**src/rtl/countdown_reload_ctrl_pkg.sv**
```systemverilog
// Shared types and default widths for the countdown timer control slice.
package countdown_pkg;

    typedef enum logic [0:0] {
        IDLE = 1'b0,
        RUN  = 1'b1
    } ctrl_state_t;

    localparam int PW_DEF = 4;
    localparam int CW_DEF = 8;

endpackage

```
**src/rtl/countdown_reload_ctrl_cfg_shadow.sv**
```systemverilog
// Pending-period shadow register: holds one period written during a run until
// the next timer boundary consumes it, or a stop flushes it.
module cfg_shadow
    import countdown_pkg::*;
#(
    parameter int PW = PW_DEF
) (
    input  logic          clk,
    input  logic          rst_n,
    input  logic          load,
    input  logic          consume,
    input  logic          flush,
    input  logic [PW-1:0] period,
    output logic          ready,
    output logic          pend_valid,
    output logic [PW-1:0] pend_period
);

    // A flush beats a same-cycle load so a stopping run never keeps stale config.
    always_ff @(posedge clk or negedge rst_n) begin
        if (!rst_n) begin
            pend_valid  <= 1'b0;
            pend_period <= '0;
        end else if (flush) begin
            pend_valid  <= 1'b0;
        end else if (load) begin
            pend_valid  <= 1'b1;
            pend_period <= period;
        end else if (consume) begin
            pend_valid  <= 1'b0;
        end
    end

    assign ready = !pend_valid;

endmodule

```
**src/rtl/countdown_reload_ctrl.sv**
```systemverilog
// Upstream control for the 4-bit countdown timer: drives its reload value D,
// watches Q, and runs finite or continuous sequences of periods.
module countdown_reload_ctrl
    import countdown_pkg::*;
#(
    parameter int PW = PW_DEF,
    parameter int CW = CW_DEF
) (
    input  logic          clk,
    input  logic          rst_n,
    input  logic          cfg_valid,
    output logic          cfg_ready,
    input  logic [PW-1:0] cfg_period,
    input  logic [CW-1:0] cfg_count,
    input  logic          start,
    input  logic          abort,
    input  logic [PW-1:0] q_in,
    output logic [PW-1:0] d_out,
    output logic          busy,
    output logic          expired,
    output logic          done,
    output logic [CW-1:0] periods_left
);

    function automatic logic [CW-1:0] sat_dec(input logic [CW-1:0] v);
        return (v == '0) ? '0 : v - CW'(1);
    endfunction

    ctrl_state_t   state, state_nxt;
    logic [PW-1:0] act_period;
    logic [CW-1:0] act_count;
    logic [CW-1:0] remaining, rem_nxt;
    logic          inflight, inflight_nxt;

    logic          pend_valid;
    logic [PW-1:0] pend_period;
    logic          pend_ready;

    logic          in_run;
    logic          boundary;
    logic          launch_ok;
    logic          cfg_hs;
    logic          idle_hs;
    logic [PW-1:0] eff_period;
    logic [CW-1:0] eff_count;
    logic          go;
    logic          stop_abort;
    logic          do_launch;
    logic          do_finish;

    assign in_run   = (state == RUN);
    assign boundary = in_run && (q_in == '0);

    // A zero pending period is a graceful-stop request rather than a period.
    assign launch_ok = ((act_count == '0) || (remaining != '0)) &&
                       (!pend_valid || (pend_period != '0));

    assign d_out     = (in_run && launch_ok) ? (pend_valid ? pend_period : act_period) : '0;
    assign cfg_ready = in_run ? pend_ready : 1'b1;

    assign cfg_hs     = cfg_valid && cfg_ready;
    assign idle_hs    = !in_run && cfg_hs;
    assign eff_period = idle_hs ? cfg_period : act_period;
    assign eff_count  = idle_hs ? cfg_count  : act_count;

    assign go         = !in_run && start && !abort && (eff_period != '0);
    assign stop_abort = in_run && abort;
    assign do_launch  = boundary && launch_ok && !abort;
    assign do_finish  = boundary && !launch_ok && !abort;

    cfg_shadow #(.PW(PW)) u_shadow (
        .clk         (clk),
        .rst_n       (rst_n),
        .load        (in_run && cfg_hs),
        .consume     (do_launch && pend_valid),
        .flush       (stop_abort || do_finish),
        .period      (cfg_period),
        .ready       (pend_ready),
        .pend_valid  (pend_valid),
        .pend_period (pend_period)
    );

    always_comb begin
        state_nxt    = state;
        rem_nxt      = remaining;
        inflight_nxt = inflight;
        if (go) begin
            state_nxt    = RUN;
            rem_nxt      = eff_count;
            inflight_nxt = 1'b0;
        end else if (stop_abort || do_finish) begin
            state_nxt    = IDLE;
            rem_nxt      = '0;
            inflight_nxt = 1'b0;
        end else if (do_launch) begin
            inflight_nxt = 1'b1;
            if (act_count != '0) begin
                rem_nxt = sat_dec(remaining);
            end
        end
    end

    always_ff @(posedge clk or negedge rst_n) begin
        if (!rst_n) begin
            state        <= IDLE;
            act_period   <= '0;
            act_count    <= '0;
            remaining    <= '0;
            inflight     <= 1'b0;
            busy         <= 1'b0;
            expired      <= 1'b0;
            done         <= 1'b0;
            periods_left <= '0;
        end else begin
            state    <= state_nxt;
            remaining <= rem_nxt;
            inflight <= inflight_nxt;
            if (idle_hs) begin
                act_period <= cfg_period;
                act_count  <= cfg_count;
            end else if (do_launch && pend_valid) begin
                act_period <= pend_period;
            end
            busy         <= (state_nxt == RUN);
            expired      <= boundary && inflight && !abort;
            done         <= do_finish;
            periods_left <= rem_nxt;
        end
    end

endmodule

```
**config.mk**
```make
export PLATFORM = sky130hd
export DESIGN_NAME = countdown_reload_ctrl
export DESIGN_NICKNAME = d
export VERILOG_FILES = /design/src/rtl/countdown_reload_ctrl_pkg.sv /design/src/rtl/countdown_reload_ctrl_cfg_shadow.sv /design/src/rtl/countdown_reload_ctrl.sv
export SDC_FILE = /design/constraint.sdc
export NUM_CORES = 1
export LEC_CHECK = 0
export ABC_AREA = 1
export BUFFER_PORTS_ARGS = -buffer_cell sky130_fd_sc_hd__buf_2
export CAP_MARGIN = 0
export CORE_MARGIN = 2
export CORE_UTILIZATION = 58
export DETAILED_ROUTE_END_ITERATION = 7
export PLACE_DENSITY = 0.87
export SYNTH_ARGS = -nofsm -noshare
export SYNTH_HDL_FRONTEND = slang
export SYNTH_SLANG_ARGS = --single-unit
```
**constraint.sdc**
```tcl
create_clock -name clk -period 3.55 [get_ports clk]
set_input_delay 0.8875 -clock clk [delete_from_list [all_inputs] [get_ports clk]]
set_output_delay 0.8875 -clock clk [all_outputs]
set_load 0.03 [all_outputs]
```
# Word-level counts from Yosys, hierarchy flattened
# Index checks and enable logic that the tools add are counted.
[totals]
output_inout_bits = 16
register_bits = 29
[classes]
reduce_logical = 38
muxes = 20
n_bitwise = 1
addsub = 1
[op_table]
columns = ["operator", "count"]
rows = [
  ["$mux 8", 6],
  ["$mux 4", 5],
  ["$logic_and 1x1->1", 17],
  ["$logic_not 8->1", 2],
  ["$reduce_bool 8->1", 2],
  ["$mux 1", 9],
  ["$reduce_bool 3->1", 3],
  ["$reduce_bool 4->1", 2],
  ["$sub 8x1->8 const B", 1],
  ["$logic_not 1->1", 4],
  ["$logic_not 4->1", 1],
  ["$reduce_and 2->1", 2],
  ["$reduce_bool 2->1", 2],
  ["$logic_or 1x1->1", 3],
  ["$not 1->1", 1],
]

# Logic depth before layout (Yosys ltp)
# Gate-level depths: netlist of run 1.
[logic_depth]
ltp_word = 9
ltp_mapped = 12
depth_no_buf = 12

# By module
# Synthesis of run 1 repeated with hierarchy kept, for this count alone.
[hier_totals]
hier_cells = 253
hier_area_um2 = 1811.7
[modules_own_cells]
columns = ["mod", "seq_area_each_um2", "area_per_inst_um2", "n_inst", "cells_each"]
rows = [
  ["countdown_reload_ctrl", 600.6, 1610.3, 1, 230],
  ["cfg_shadow", 125.1, 201.4, 1, 23],
]

# Worst setup path after synthesis of run 1
# OpenSTA, ideal clock, no wires.
[synth_path]
path_type = "register -> output"
from = "reg remaining[0]"
to = "out d_out[3]"
path_stages_with_launch = 10
t_required_ns = 2.663
t_arrival_ns = 2.086
path_buffers = 0
path_slack_ns = 0.577
path_cell_list = "dfrtp_1 inv_1 ha_1 nand2_1 nor2_4 nand2_2 nand2_4 inv_1 nand2_1 a211oi_1"
[synth_via]
elab_chain_cells = 5
[synth_lines]
columns = ["element", "line_no", "rtl"]
rows = [
  ["start: declaration", "countdown_reload_ctrl.sv:32", "logic [CW-1:0] remaining, rem_nxt;"],
  ["start signal: assignment", "countdown_reload_ctrl.sv:116", "remaining <= rem_nxt;"],
  ["$reduce_bool 8->1", "countdown_reload_ctrl.sv:55", "assign launch_ok = ((act_count == '0) || (remaining != '0)) &&"],
  ["$logic_or 1x1->1", "countdown_reload_ctrl.sv:55", ""],
  ["$logic_and 1x1->1", "countdown_reload_ctrl.sv:55", ""],
  ["$logic_and 1x1->1", "countdown_reload_ctrl.sv:58", "assign d_out = (in_run && launch_ok) ? (pend_valid ? pend_period : act_period) : '0;"],
  ["$mux 4", "countdown_reload_ctrl.sv:58", ""],
  ["end: declaration", "countdown_reload_ctrl.sv:18", "output logic [PW-1:0] d_out,"],
]
# No other way between the ends.

# Final worst setup path of run 1
# Ends and elaborated chain as after synthesis.

==> impl_metrics.env, run 1 <==
export IMPL_post_dp_hpwl_um=3060
export IMPL_start_util_pct=62.3
export IMPL_async_flop_share_pct=100
export IMPL_synth_cell_type_count=26
export IMPL_outcome="complete, but fails checks"
export IMPL_antenna_found_initial=0
export IMPL_synth_edff_count=0
export IMPL_rsz0062_at_grt="no"
export IMPL_ys_seq_area_share_pct=41.5
export IMPL_max_freq_mhz=340
export IMPL_finClkSkew_ns=0.00902
export IMPL_pre_cts_slack_ns=1.03
export IMPL_syn_instance_count=244
export IMPL_synthFlopType="dfrtp_1"
export IMPL_final_core_util_pct=71.6
export IMPL_layout_common_cells="82 x nand2_1, 36 x buf_2, 35 x inv_1"
export IMPL_fin_crit_sh_pct=82.9
export IMPL_path_class="register to output pin"
export IMPL_cp_required_ns=2.66
export IMPL_grt_pass1_wl_um=6520
export IMPL_critPathLaunchType="register"
export IMPL_area_growth_pct=15.0
export IMPL_max_vdd_ir_drop_mv=0.501
export IMPL_rows=19
export IMPL_clk_pin_slew_worst_paths_ns=0.09
export IMPL_cts_root_buffer="clkbuf_4"
export IMPL_r2r_start="in_run$_DFFE_PN0N_"
export IMPL_die_area_mm2=0.00347
export IMPL_postRouteAntennaNets=0
export IMPL_power_w=0.00174
export IMPL_overflow=0
export IMPL_worst_pin_slew_ns=0.608
export IMPL_port_buffers=36
export IMPL_clkSinkCount=29
export IMPL_via_count=1697
export IMPL_routedWlPerCell_um=12.2
export IMPL_final_common_cell="nand2_1"
export IMPL_routed_wirelength_um=3880
export IMPL_syn_area_mm2=0.00175
export IMPL_fin_cells=318
export IMPL_reg2reg_depth=10
export IMPL_slew_violations=0
export IMPL_rrSetupSlack_ns=1.61
export IMPL_dr_pass1_iters=6
export IMPL_cellPowerDensity_mw_per_mm2=866
export IMPL_drv_cap=0
export IMPL_grt_max_degree=30
export IMPL_timing_final_ws_setup_ns=0.607
export IMPL_fin_setup_tns_ns=0
export IMPL_track_usage_pct=25.5
export IMPL_die_y_um=58.9
export IMPL_clk_path_buf_depth=2
export IMPL_fill_cells=222
export IMPL_syn_nets=267
export IMPL_yosys_warnings=0
export IMPL_insertion_delay_ns=0.32
export IMPL_violations="DRC"
export IMPL_grt_pass1_vias=1462
export IMPL_cp_arrival_ns=2.06
export IMPL_cts_resized=0
export IMPL_cts_setup_buffers=0
export IMPL_hold_viol=0
export IMPL_fin_nets=309
export IMPL_vias_per_cell=5.34
export IMPL_die_width_um=58.9
export IMPL_critPathMaxFanout=8
export IMPL_htree_levels=2
export IMPL_io_pin_count=37
export IMPL_cp_startpoint="remaining[0]$_DFFE_PN0P_"
export IMPL_slew_limit_headroom_pct=59.5
export IMPL_finalCriticalPeriod_ns=2.94
export IMPL_first_iter_violations=98
export IMPL_coreArea_mm2=0.00281
export IMPL_setup_violations=0
export IMPL_syn_area_per_cell_um2=7.16
export IMPL_antenna_cells=0
export IMPL_min_path_type="register to register"
export IMPL_endpoint_kind="output pin"
export IMPL_cts_made_buffers=5
export IMPL_cts_hold_buf=0
export IMPL_rr_endpoint="remaining[2]$_DFFE_PN0P_"
export IMPL_synth_seq_cells=29
export IMPL_layout_drive_gt1_share_pct=20.2
export IMPL_endpoint="d_out[3]"
export IMPL_dp_cells=310
export IMPL_drc=1
export IMPL_gp_congestion=0.969
export IMPL_leakage_nw=1.13
export IMPL_tritoncts="yes"
power breakdown:
| part | internal, W | switching (W) | total [W] |
|---|---|---|---|
| Clock | 0.0000752 | 0.000109 | 0.000184 |
| Combinational | 0.000324 | 0.000653 | 0.000977 |
| Sequential | 0.000465 | 0.000115 | 0.000580 |
| Total | 0.000864 | 0.000877 | 0.00174 |
metal layers:
metal / wire length (um) / vias to the layer above / GRT usage, %
met5: 0 / - / 0
li1: - / 858 / -
met2: 1780 / 68 / 39.5
met1: 1760 / 760 / 36.1
met3: 255 / 11 / 3.96
met4: 91 / 0 / 10.1
synthesized netlist by cell type (all sizes together) (3+ instances only):
master,number,share of area (%)
o22ai,3,1.1
o21ai,17,4.9
inv,36,7.9
nand4,9,3.2
a21oi,6,1.7
nand2,90,22
nor2,25,7.0
nor3,3,0.86
nand3,16,4.9
dfrtp,29,42
cell type report:
class,count,area [um^2],share of cell area (%)
Multi-Input combinational cell,177,868,43.2
Clock inverter,2,10.0,0.498
Timing Repair Buffer,37,188,9.34
Sequential cell,29,726,36.1
Tap cell,31,38.8,1.93
Clock buffer,6,41.3,2.05
Inverter,36,138,6.85
stage by stage:
step / area (um^2) / hold WS, ns
floorplan: 1750 / 0.449
global placement: 1960 / 0.467
detailed placement: 1960 / 0.474
CTS: 2010 / 0.492
global route: 2010 / 0.525
finish: 2010 / 0.488
logic make-up after synthesis:
| kind of cell | count (synthesis) | share of synthesized area, % |
|---|---|---|
| AND/OR/NAND/NOR | 143 | 37.9 |
| buffers and inverters | 38 | 8.80 |
| AO/OA/AOI/OAI | 30 | 9.38 |
| flip-flops | 29 | 41.5 |
| XOR/XNOR | 2 | 1.00 |
| adder cells (fa/ha/maj) | 2 | 1.43 |
state kept, by name (all words and copies together) (netlist names), 4 cells and up:
signal,cells
remaining,8
act_period,4
act_count,8
u_shadow.pend_period,4
how the worst min path moves through the flow:
stage	startpoint	to	cells after the start
floorplan	act_period[3]$_DFFE_PN0P_	act_period[3]$_DFFE_PN0P_	2
global placement	act_period[3]$_DFFE_PN0P_	act_period[3]$_DFFE_PN0P_	2
detailed placement	act_period[3]$_DFFE_PN0P_	act_period[3]$_DFFE_PN0P_	2
CTS	act_period[3]$_DFFE_PN0P_	act_period[3]$_DFFE_PN0P_	2
global route	act_period[0]$_DFFE_PN0P_	act_period[0]$_DFFE_PN0P_	2
finish	act_period[3]$_DFFE_PN0P_	act_period[3]$_DFFE_PN0P_	2
critical path, stage by stage, from the launching register on:
cell and delay [ns]:
dfrtp_1 0.39, inv_1 0.10, ha_1 0.20, nand2_1 0.10, nor2_4 0.07, nand2_2 0.08
nand2_4 0.06, inv_1 0.09, nand2_1 0.10, a211oi_1 0.26, buf_2 0.27
(Power assumes the default switching activity.)
==> run 2, diff against run 1 <==
--- a/config.mk
+++ b/config.mk
@@ -9,9 +9,9 @@
 export BUFFER_PORTS_ARGS = -buffer_cell sky130_fd_sc_hd__buf_2
 export CAP_MARGIN = 0
 export CORE_MARGIN = 2
-export CORE_UTILIZATION = 58
+export CORE_UTILIZATION = 54
 export DETAILED_ROUTE_END_ITERATION = 7
-export PLACE_DENSITY = 0.87
+export PLACE_DENSITY = 0.82
 export SYNTH_ARGS = -nofsm -noshare
 export SYNTH_HDL_FRONTEND = slang
 export SYNTH_SLANG_ARGS = --single-unit
==> constraint.sdc (replaced) <==
create_clock -name clk -period 3 [get_ports clk]
set_input_delay 0.75 -clock clk [delete_from_list [all_inputs] [get_ports clk]]
set_output_delay 0.75 -clock clk [all_outputs]
set_load 0.03 [all_outputs]
==> impl_metrics.env, run 2 (synthesized netlist as in run 1, its figures left out) <==
export IMPL_clk_path_buf_depth=2
export IMPL_met3_usage_pct=4.26
export IMPL_max_vdd_ir_drop_mv=0.533
export IMPL_critPathLaunchType="register"
export IMPL_clkSinkCount=29
export IMPL_cts_setup_buffers=0
export IMPL_min_path_type="input pin to async pin"
export IMPL_cp_required_ns=2.25
export IMPL_grt_pass1_vias=1416
export IMPL_gp_congestion=0.933
export IMPL_insertion_delay_ns=0.32
export IMPL_antenna_found_initial=0
export IMPL_worst_pin_slew_ns=0.610
export IMPL_max_freq_mhz=369
export IMPL_grt_busiest_layer="met2"
export IMPL_largestRegisters="act_count (8), remaining (8)"
export IMPL_die_width_um=60.9
export IMPL_clk_pin_slew_worst_paths_ns=0.09
export IMPL_setup_violations=0
export IMPL_final_core_util_pct=65.9
export IMPL_cts_root_buffer="clkbuf_4"
export IMPL_first_iter_violations=60
export IMPL_pwr_share_seq_pct=33.2
export IMPL_fin_nets=309
export IMPL_outcome="complete, no violations"
export IMPL_p_sw_share_pct=49.9
export IMPL_fill_cells=300
export IMPL_layout_drive_gt1_share_pct=19.9
export IMPL_ff_latch_area_um2=726
export IMPL_grt_max_degree=30
export IMPL_final_common_cell="nand2_1"
export IMPL_pwr_share_clk_pct=11.2
export IMPL_track_usage_pct=23.2
export IMPL_vias_per_cell=5.01
export IMPL_hold_viol=0
export IMPL_via_count=1654
export IMPL_fin_setup_tns_ns=0
export IMPL_antenna_cells=0
export IMPL_finClkSkew_ns=0.00788
export IMPL_cts_made_buffers=5
export IMPL_slew_violations=0
export IMPL_cts_hold_buf=0
export IMPL_start_util_pct=56.8
export IMPL_layout_common_cells="82 x nand2_1, 36 x buf_2, 35 x inv_1"
export IMPL_drc=0
export IMPL_rsz0062_at_grt="no"
export IMPL_use_met1_pct=33.6
export IMPL_multiInputGateArea_um2=868
export IMPL_path_class="register to output pin"
export IMPL_critPathMaxFanout=8
export IMPL_fin_crit_sh_pct=90.4
export IMPL_htree_levels=2
export IMPL_p_int_w=0.00105
export IMPL_rows=20
export IMPL_port_buffers=36
export IMPL_power_switching_w=0.00104
export IMPL_die_area_mm2=0.00371
export IMPL_grtUsageMet2_pct=34.7
export IMPL_slew_limit_headroom_pct=59.3
export IMPL_grt_pass1_wl_um=6310
export IMPL_area_growth_pct=16.1
export IMPL_combPwrFrac_pct=55.6
export IMPL_dr_pass1_iters=4
export IMPL_cellPowerDensity_mw_per_mm2=1030
export IMPL_finalCriticalPeriod_ns=2.71
export IMPL_cts_resized=0
export IMPL_post_dp_hpwl_um=2950
export IMPL_die_y_um=60.9
export IMPL_cp_arrival_ns=1.96
export IMPL_postRouteAntennaNets=0
export IMPL_drv_cap=0
export IMPL_routed_wirelength_um=3840
export IMPL_overflow=0
export IMPL_leakage_nw=1.13
export IMPL_io_pin_count=37
export IMPL_tritoncts="yes"
export IMPL_coreArea_mm2=0.00308
export IMPL_routedWlPerCell_um=11.6
export IMPL_endpoint_kind="output pin"
[run 2: worst max-delay path, cell delays in order (launching register included)]
cell and delay (ns):
dfrtp_1 0.40, inv_1 0.10, ha_1 0.20, nand2_1 0.10
nor2_4 0.07, nand2_2 0.08, nand2_4 0.06, inv_1 0.09
nand2_1 0.10, a211oi_1 0.20, buf_2 0.23
[run 2: layer usage]
metal / wire length, um / share of wire [%] / vias to the layer above
met1: 1880 / 49 / 742
met2: 1680 / 44 / 50
met5: 0 / 0 / -
met3: 212 / 5.5 / 6
li1: - / - / 856
met4: 60 / 1.6 / 0
[run 2: path summary, 6_finish.rpt]
kind                       slack [ns]  cells after the start                   endpoint                       from
setup / recovery                 0.29                     10                   d_out[3]   remaining[0]$_DFFE_PN0P_
hold / removal                   0.43                      1   remaining[0]$_DFFE_PN0P_                      rst_n
setup reg to reg                 1.18                     10   remaining[2]$_DFFE_PN0P_         in_run$_DFFE_PN0N_
hold reg to reg                  0.50                      2  act_period[3]$_DFFE_PN0P_  act_period[3]$_DFFE_PN0P_
max in group asynchronous        2.17                      1     act_count[2]$_DFF_PN0_                      rst_n
min in group clk                 0.50                      2  act_period[3]$_DFFE_PN0P_  act_period[3]$_DFFE_PN0P_
[run 2: cell type report]
type | instances | share of cell area (%)
Sequential cell | 29 | 35.8
Multi-Input combinational cell | 177 | 42.8
Tap cell | 44 | 2.71
Clock buffer | 7 | 2.71
Inverter | 36 | 6.78
Timing Repair Buffer | 37 | 9.25
[run 2: power by group through the flow]
stage | Sequential [W] | Combinational (W) | Clock, W
detailed placement | 0.000695 | 0.00114 | 0
global route | 0.000713 | 0.00130 | 0.000256
finish | 0.000692 | 0.00116 | 0.000234
CTS | 0.000688 | 0.00116 | 0.000241
global placement | 0.000684 | 0.00114 | 0
floorplan | 0.000754 | 0.000809 | 0
[run 2: stage by stage]
stage	power, W	std cells	area [um^2]	worst slack, ns	hold WS [ns]
2_1_floorplan	0.00156	244	1750	0.164	0.449
3_3_place_gp	0.00182	323	1970	0.739	0.465
3_5_place_dp	0.00184	323	1970	0.658	0.476
4_1_cts	0.00208	330	2030	0.293	0.440
5_1_grt	0.00227	330	2030	0.0728	0.474
6_report	0.00208	330	2030	0.287	0.428
==> run 3, diff against run 2 <==
--- a/config.mk
+++ b/config.mk
@@ -9,9 +9,9 @@
 export BUFFER_PORTS_ARGS = -buffer_cell sky130_fd_sc_hd__buf_2
 export CAP_MARGIN = 0
 export CORE_MARGIN = 2
-export CORE_UTILIZATION = 54
+export CORE_UTILIZATION = 58
 export DETAILED_ROUTE_END_ITERATION = 7
-export PLACE_DENSITY = 0.82
+export PLACE_DENSITY = 0.87
 export SYNTH_ARGS = -nofsm -noshare
 export SYNTH_HDL_FRONTEND = slang
 export SYNTH_SLANG_ARGS = --single-unit
==> constraint.sdc (replaced) <==
create_clock -name clk -period 3.3 [get_ports clk]
set_input_delay 0.825 -clock clk [delete_from_list [all_inputs] [get_ports clk]]
set_output_delay 0.825 -clock clk [all_outputs]
set_load 0.03 [all_outputs]
==> impl_metrics.env, run 3 (synthesized netlist as in run 1, its figures left out) <==
export IMPL_grt_pass1_vias=1476
export IMPL_tritoncts="yes"
export IMPL_min_path_type="input pin to async pin"
export IMPL_largestRegisters="act_count (8), remaining (8)"
export IMPL_postRouteAntennaNets=0
export IMPL_max_freq_mhz=343
export IMPL_path_class="register to output pin"
export IMPL_final_common_cell="nand2_1"
export IMPL_io_pin_count=37
export IMPL_hold_viol=0
export IMPL_crit_chain="inv_1, ha_1, nand2_1, nor2_4, nand2_2, nand2_4, inv_1, nand2_1, a211oi_1, buf_2"
export IMPL_cp_num_buf_inv=3
export IMPL_dr_wl_met3_um=235
export IMPL_cpPeakStageDelay_ns=0.39
export IMPL_start_util_pct=62.3
export IMPL_area_growth_pct=15.0
export IMPL_outcome="complete, but fails checks"
export IMPL_drv_cap=0
export IMPL_fin_setup_tns_ns=0
export IMPL_vias_per_cell=5.36
export IMPL_die_y_um=58.9
export IMPL_finalCriticalPeriod_ns=2.91
export IMPL_die_area_mm2=0.00347
export IMPL_cts_root_buffer="clkbuf_4"
export IMPL_cellPowerDensity_mw_per_mm2=937
export IMPL_highest_layer="met4"
export IMPL_first_iter_violations=70
export IMPL_gp_congestion=0.970
export IMPL_die_width_um=58.9
export IMPL_cts_resized=0
export IMPL_layout_drive_gt1_share_pct=20.2
export IMPL_clk_pin_slew_worst_paths_ns=0.09
export IMPL_grt_max_degree=30
export IMPL_worst_pin_slew_ns=0.609
export IMPL_critPathLaunchType="register"
export IMPL_post_dp_hpwl_um=3060
export IMPL_max_vdd_ir_drop_mv=0.507
export IMPL_finClkSkew_ns=0.0118
export IMPL_violations="DRC"
export IMPL_critPathMaxFanout=8
export IMPL_slew_limit_headroom_pct=59.4
export IMPL_clkSinkCount=29
export IMPL_coreArea_mm2=0.00281
export IMPL_dr_wl_met2_um=1840
export IMPL_antenna_found_initial=0
export IMPL_dr_pass1_iters=7
export IMPL_fin_nets=309
export IMPL_rows=19
export IMPL_overflow=0
export IMPL_hold_ws_ns=0.490
export IMPL_slew_violations=0
export IMPL_via_count=1703
export IMPL_drc=1
export IMPL_fin_crit_sh_pct=88.2
export IMPL_setup_violations=0
export IMPL_cp_arrival_ns=2.09
export IMPL_cp_required_ns=2.47
export IMPL_endpoint_kind="output pin"
export IMPL_htree_levels=2
export IMPL_layout_common_cells="82 x nand2_1, 36 x buf_2, 35 x inv_1"
export IMPL_power_w=0.00188
export IMPL_drt_met1_wl_um=1800
export IMPL_routed_wirelength_um=3930
export IMPL_insertion_delay_ns=0.33
export IMPL_port_buffers=36
export IMPL_leakage_nw=1.13
export IMPL_grt_pass1_wl_um=6470
export IMPL_cts_made_buffers=5
export IMPL_path_delay_family="buffers and inverters"
export IMPL_rsz0062_at_grt="no"
export IMPL_fill_cells=235
export IMPL_track_usage_pct=25.6
export IMPL_cts_hold_buf=0
export IMPL_routedWlPerCell_um=12.4
export IMPL_cts_setup_buffers=0
export IMPL_antenna_cells=0
export IMPL_clk_path_buf_depth=2
export IMPL_slowest_stage="dfrtp_1"
-- run 3: cell types whose count changed in the layout (fill, tap and decap cells not counted) --
cell / delta
clkbuf_8: -1
clkinv_2: +2
-- run 3: final cells by class --
| type | count | area [um^2] | share of cell area (%) |
|---|---|---|---|
| multi-input combinational | 177 | 868 | 43.2 |
| sequential | 29 | 726 | 36.1 |
| timing repair buffer | 37 | 188 | 9.34 |
| inverter | 36 | 138 | 6.85 |
| clock buffer | 6 | 41.3 | 2.05 |
| tap | 31 | 38.8 | 1.93 |
| clock inverter | 2 | 10.0 | 0.498 |
-- run 3: final timing paths --
check	from	to	slack (ns)	cells past startpoint
setup / recovery	remaining[0]$_DFFE_PN0P_	d_out[3]	0.39	10
hold / removal	rst_n	inflight$_DFFE_PN0P_	0.49	1
setup reg to reg	in_run$_DFFE_PN0N_	remaining[2]$_DFFE_PN0P_	1.37	10
hold reg to reg	act_period[3]$_DFFE_PN0P_	act_period[3]$_DFFE_PN0P_	0.49	2
max in group asynchronous	rst_n	u_shadow.pend_period[3]$_DFFE_PN0P_	2.41	1
min in group clk	act_period[3]$_DFFE_PN0P_	act_period[3]$_DFFE_PN0P_	0.49	2
-- run 3: per-stage QoR --
stage                     std cells  setup slack, ns  utilization [%]  cell area, um^2
final                           318            0.388             71.6             2010
after global placement          310            0.962             69.8             1960
after floorplan                 244            0.389                -             1750
after detailed placement        310            0.833             69.8             1960
after CTS                       318            0.458             71.6             2010
after global routing            318            0.251             71.6             2010
-- run 3: power breakdown --
| group | switching [W] | total, W | internal [W] |
|---|---|---|---|
| clock | 0.000121 | 0.000202 | 0.0000809 |
| combinational | 0.000707 | 0.00106 | 0.000350 |
| sequential | 0.000124 | 0.000624 | 0.000500 |
| total | 0.000952 | 0.00188 | 0.000931 |
-- run 3: per-layer routing --
layer  track usage, %  vias up
li1                 -      859
met1             34.5      780
met2             40.8       56
met3             7.25        8
met4             6.82        0
met5                0        -
